===== src/rtl/regs_pkg.sv =====
// Shared types and sizes for the register-file write arbiter.
// Compile-time only; no logic, no latency, no backpressure.
// Widths here must match the arbiter parameters n / R_SIZE.
package regs_pkg;

    localparam int DATA_W = 8;
    localparam int ADDR_W = 2;
    localparam int NREGS  = 2 ** ADDR_W;

    typedef enum logic {
        REQ_A = 1'b0,
        REQ_B = 1'b1
    } req_id_t;

    typedef struct packed {
        logic              valid;
        logic [ADDR_W-1:0] addr;
        logic [DATA_W-1:0] data;
    } wr_slot_t;

endpackage


===== src/rtl/regs_wr_slot.sv =====
// One-deep holding register for a single register-file writer.
// Latency: captured at the accepting edge, visible to the arbiter the cycle after.
// Backpressure: ready while empty or while being drained, independent of in_valid.
module regs_wr_slot
    import regs_pkg::*;
(
    input  logic              clk,
    input  logic              n_reset,
    input  logic              in_valid,
    output logic              in_ready,
    input  logic [ADDR_W-1:0] in_addr,
    input  logic [DATA_W-1:0] in_data,
    input  logic              drain,
    output wr_slot_t          slot
);

    assign in_ready = !slot.valid || drain;

    // An accept on the draining cycle overwrites the slot, so there is no bubble.
    always_ff @(posedge clk or negedge n_reset) begin
        if (!n_reset) begin
            slot <= '0;
        end else if (in_valid && in_ready) begin
            slot <= {1'b1, in_addr, in_data};
        end else if (drain) begin
            slot.valid <= 1'b0;
        end
    end

endmodule


===== src/rtl/regs_wr_arbiter.sv =====
// Two-writer arbiter for the single regs write port; REGS_ARB_FIXED_PRIO_EN selects A-priority over round-robin.
// Latency: accept at E0, rf_we registered after E1 when uncontended, one write per cycle.
// Backpressure: x_ready = slot empty or slot granted this cycle; never depends on x_valid.
module regs_wr_arbiter
    import regs_pkg::*;
#(
    parameter int n      = DATA_W,
    parameter int R_SIZE = ADDR_W
) (
    input  logic                 clk,
    input  logic                 n_reset,
    input  logic                 a_valid,
    output logic                 a_ready,
    input  logic [R_SIZE-1:0]    a_addr,
    input  logic [n-1:0]         a_data,
    input  logic                 b_valid,
    output logic                 b_ready,
    input  logic [R_SIZE-1:0]    b_addr,
    input  logic [n-1:0]         b_data,
    output logic                 rf_we,
    output logic [R_SIZE-1:0]    rf_waddr,
    output logic [n-1:0]         rf_wdata,
    output logic [2**R_SIZE-1:0] busy,
    output logic [7:0]           zero_drops
);

    wr_slot_t slot_a, slot_b, win;
    logic     grant_a, grant_b;

    regs_wr_slot u_slot_a (
        .clk      (clk),
        .n_reset  (n_reset),
        .in_valid (a_valid),
        .in_ready (a_ready),
        .in_addr  (a_addr),
        .in_data  (a_data),
        .drain    (grant_a),
        .slot     (slot_a)
    );

    regs_wr_slot u_slot_b (
        .clk      (clk),
        .n_reset  (n_reset),
        .in_valid (b_valid),
        .in_ready (b_ready),
        .in_addr  (b_addr),
        .in_data  (b_data),
        .drain    (grant_b),
        .slot     (slot_b)
    );

`ifdef REGS_ARB_FIXED_PRIO_EN
    always_comb begin
        grant_a = slot_a.valid;
        grant_b = slot_b.valid && !slot_a.valid;
    end
`else
    req_id_t last_grant;

    // On contention the slot that did not win last time goes first.
    always_comb begin
        grant_a = slot_a.valid && (!slot_b.valid || last_grant == REQ_B);
        grant_b = slot_b.valid && (!slot_a.valid || last_grant == REQ_A);
    end

    always_ff @(posedge clk or negedge n_reset) begin
        if (!n_reset) begin
            last_grant <= REQ_B;
        end else if (grant_a) begin
            last_grant <= REQ_A;
        end else if (grant_b) begin
            last_grant <= REQ_B;
        end
    end
`endif

    always_comb begin
        win = '0;
        if (grant_a) begin
            win = slot_a;
        end else if (grant_b) begin
            win = slot_b;
        end
    end

    // Writes to %0 consume their grant but never reach the port.
    always_ff @(posedge clk or negedge n_reset) begin
        if (!n_reset) begin
            rf_we      <= 1'b0;
            rf_waddr   <= '0;
            rf_wdata   <= '0;
            zero_drops <= '0;
        end else begin
            rf_we <= 1'b0;
            if (win.valid) begin
                if (win.addr != '0) begin
                    rf_we    <= 1'b1;
                    rf_waddr <= win.addr;
                    rf_wdata <= win.data;
                end else if (zero_drops != 8'hFF) begin
                    zero_drops <= zero_drops + 8'd1;
                end
            end
        end
    end

    always_comb begin
        busy = '0;
        for (int r = 1; r < 2 ** R_SIZE; r++) begin
            busy[r] = (slot_a.valid && slot_a.addr == R_SIZE'(r))
                   || (slot_b.valid && slot_b.addr == R_SIZE'(r))
                   || (rf_we && rf_waddr == R_SIZE'(r));
        end
    end

endmodule


===== config.mk =====
export PLATFORM = sky130hd
export DESIGN_NAME = regs_wr_arbiter
export DESIGN_NICKNAME = d
export VERILOG_FILES = /design/src/rtl/regs_pkg.sv /design/src/rtl/regs_wr_slot.sv /design/src/rtl/regs_wr_arbiter.sv
export SDC_FILE = /design/constraint.sdc
export NUM_CORES = 1
export LEC_CHECK = 0
export ABC_CLOCK_PERIOD_IN_PS = 5200
export BUFFER_PORTS_ARGS = -buffer_cell sky130_fd_sc_hd__buf_4
export CAP_MARGIN = 15
export CORE_MARGIN = 5
export CORE_UTILIZATION = 40
export CTS_CLUSTER_SIZE = 14
export DETAILED_ROUTE_END_ITERATION = 8
export SETUP_SLACK_MARGIN = 0.02
export SLEW_MARGIN = 10
export SYNTH_ARGS = -nofsm -noshare
export SYNTH_HDL_FRONTEND = slang
export SYNTH_HIERARCHICAL = 1
export SYNTH_SLANG_ARGS = --single-unit

===== constraint.sdc =====
create_clock -name clk -period 5.2 [get_ports clk]
set_input_delay 1.3 -clock clk [delete_from_list [all_inputs] [get_ports clk]]
set_output_delay 1.3 -clock clk [all_outputs]
set_load 0.01 [all_outputs]

==> metrics <==
hold_buf cts=0; Arr. time, crit path=2.02 ns; Main synth FF type=dfrtp_1; die width=79.4 um; crit-path cells=and2b_1, nor2b_1, nand2b_4, buf_4; Mapped Cells=149; largest area contributor in the netlist=dfrtp_1; core area=0.00469 mm^2; main area contributors after synthesis=dfrtp_1, mux2_4, nand2_1; Skew-Pair Late Insertion Delay=0.29 ns; dpl cells=246; # setup viols final=0; sw frac=36.7%; most instantiated library cell after synthesis=dfrtp_1; Routed Antenna Nets=0; register area share after synthesis=54.6%; Area Growth Syn to Fin=25.6%; final wirelength=3890 um; Via density=5.18; status=complete, no violations; Netlist Area Pre-Place=0.00193 mm^2; first-pass GRT wire length=6630 um; Least-Margin Pin Slew=0.959 ns; r2r startpoint=last_grant; Initial Utilization=41.0%; Resize count post-CTS=0; pwr/cell area=640 mW/mm^2; Fmax=301 MHz; Max Slew Vio Count=0; sequential share of power=39.7%; Avg Inst Size Synth=12.9 um^2; CTS Buffer Depth=2; minimum period implied by the final worst setup slack=3.32 ns; WP depth=4; DP Wirelength=2870 um; Final Non-Filler Cells=254; post-CTS setup repair buffer count=0; initial antenna violation count=0; die area=0.00630 mm^2; Layout Nets=224; wire per inst=15.3 um; worst hold path type=flip-flop to flip-flop; leakage power=1.17 nW; First DRT Iteration DRCs=50; Min-Delay Endpoint=rf_wdata[7]; fill count=409; max_cap viols=0; max_slew headroom=35.9%; Std-Cell Rows=25; final core occ=51.5%; CTS Buf Count=5; Clock Pin Slew Worst Setup and Hold Paths=0.08 ns; peak supply drop=0.260 mV; CTS tree=built; final period utilization=63.8%; GRT overflow=0; synth unique cells=33; ratio of cells with drive above 1 in the final layout=42.5%; Final Skew=0.00433 ns; Worst R2R Setup Slack=3.04 ns; endpoint type of the worst setup path=primary output; number of enable flip-flop cells after synthesis=0; pin count of the biggest net entering global routing=43; Setup CP Type=flip-flop to primary output; CTS Sinks=42; Buf+Inv Stages, Crit Path=1; CP Data Required Time=3.90 ns; Setup WS post-layout=1.88 ns; #FFs+latches synth=42; internal power=979 uW; Worst path top cell family by delay=simple AND/OR/NAND/NOR gates; Post-synth ARST share=100%; Syn. warnings=6; share of total power in combinational logic=46.7%; CTS root buf=clkbuf_8; r2r endpoint=u_slot_a/slot[2]; Fin Setup TNS=0 ns; Vias=1316; number of global-route vias before repair=1396; # DRC=0; Startpoint Class=flip-flop; Hold Crit Depth=2; share of the synthesized area in the top cell type=53.3%; GRT Total Usage=13.5%; die height=79.4 um; Place WS=2.17 ns; H-tree depth=2; final hold vios=0; maximum cell stage delay along the critical path=0.54 ns; critical path peak fanout=9; # port buffers=47; unrepaired setup endpoints after global routing=no; Syn Nets=174; clock share of power=13.6%; worst hold start=rf_wdata[7]; switching power=568 uW; CP max-delay cell=dfstp_2; I/O Pins=49; top cells by count, synth=dfrtp_1, mux2_4, nand2_1, o21ai_0, a22oi_1; drt first pass iters=4; GPL Wtd Cong=0.777; hold_ws=0.501 ns; Ant. Diodes=0; worst reg2reg path depth=5
worst max-delay path by stage:
stage	from	to	slack [ns]
2_1_floorplan	last_grant	a_ready	2.61
3_3_place_gp	last_grant	a_ready	2.24
3_5_place_dp	last_grant	a_ready	2.17
4_1_cts	last_grant	a_ready	1.85
5_1_grt	u_slot_b/slot[10]	a_ready	1.74
6_report	last_grant	a_ready	1.88
registers in the layout, indices dropped and copies added (netlist names):
signal         flops
u_slot_a/slot     11
u_slot_b/slot     11
rf_wdata           8
zero_drops         8
rf_waddr           2
last_grant         1
rf_we              1
cells by family (layout without fill, tap and decap cells):
family	Yosys count	in the layout	share of synthesized area (%)
buf+inv	8	59	1.75
simple gates	45	45	14.5
fa+ha+maj	1	1	0.650
other cells	1	1	0.195
flops	42	42	54.6
compound gates	24	24	8.58
xor+xnor	6	6	2.73
mux	22	22	17.0
area by class of cell:
cell class                      count  area, um^2  share of cell area, %
Sequential cell                    42        1050                   43.5
Multi-Input combinational cell     99         840                   34.7
Timing Repair Buffer               47         353                   14.6
Clock buffer                        7        86.3                   3.57
Tap cell                           54        67.6                   2.79
Inverter                            4        15.0                  0.621
Clock inverter                      1        5.00                  0.207
per-stage QoR:
stage                     power [mW]  area [um^2]
after floorplan                 1.08         1930
after global placement          1.33         2330
after detailed placement        1.35         2330
after CTS                       1.57         2420
after global routing            1.66         2420
final                           1.55         2420
routing by layer:
layer | vias to the layer above | GRT usage [%] | part of all wire (%)
met5 | - | 0 | 0
met4 | 0 | 4.47 | 1.7
met3 | 6 | 4.63 | 5.9
met2 | 40 | 21.4 | 48
met1 | 648 | 17.2 | 45
li1 | 622 | - | -
tightest hold or removal path, cell delays in order (launching register included):
cell and delay [ns]:
dfrtp_1 0.36, nand2_1 0.05, o21ai_0 0.06
power by group through the flow:
stage,logic [mW],registers (mW),clock network [mW]
CTS,0.738,0.613,0.217
global route,0.792,0.637,0.231
global placement,0.718,0.611,0
floorplan,0.460,0.617,0
detailed placement,0.734,0.617,0
finish,0.722,0.615,0.211
cells in the final DEF, fill, tap and decap left out, types with 2 or more instances in the layout:
master    netlist  final
a22oi_1         8      8
and3_1          2      2
buf_4           1     47
clkbuf_8        0      6
dfrtp_1        41     41
inv_1           4      4
mux2_4         21     21
nand2_1        17     17
nand2_8         2      2
nand2b_1        3      3
nand2b_4        2      2
nand3_1         6      6
nand4_1         2      2
nor2_1          2      2
nor2b_1         2      2
o21ai_0        10     10
o221ai_1        2      2
o22ai_2         2      2
xnor2_1         4      4
xor2_1          2      2
Note: power is estimated with default switching activity, not from simulation.
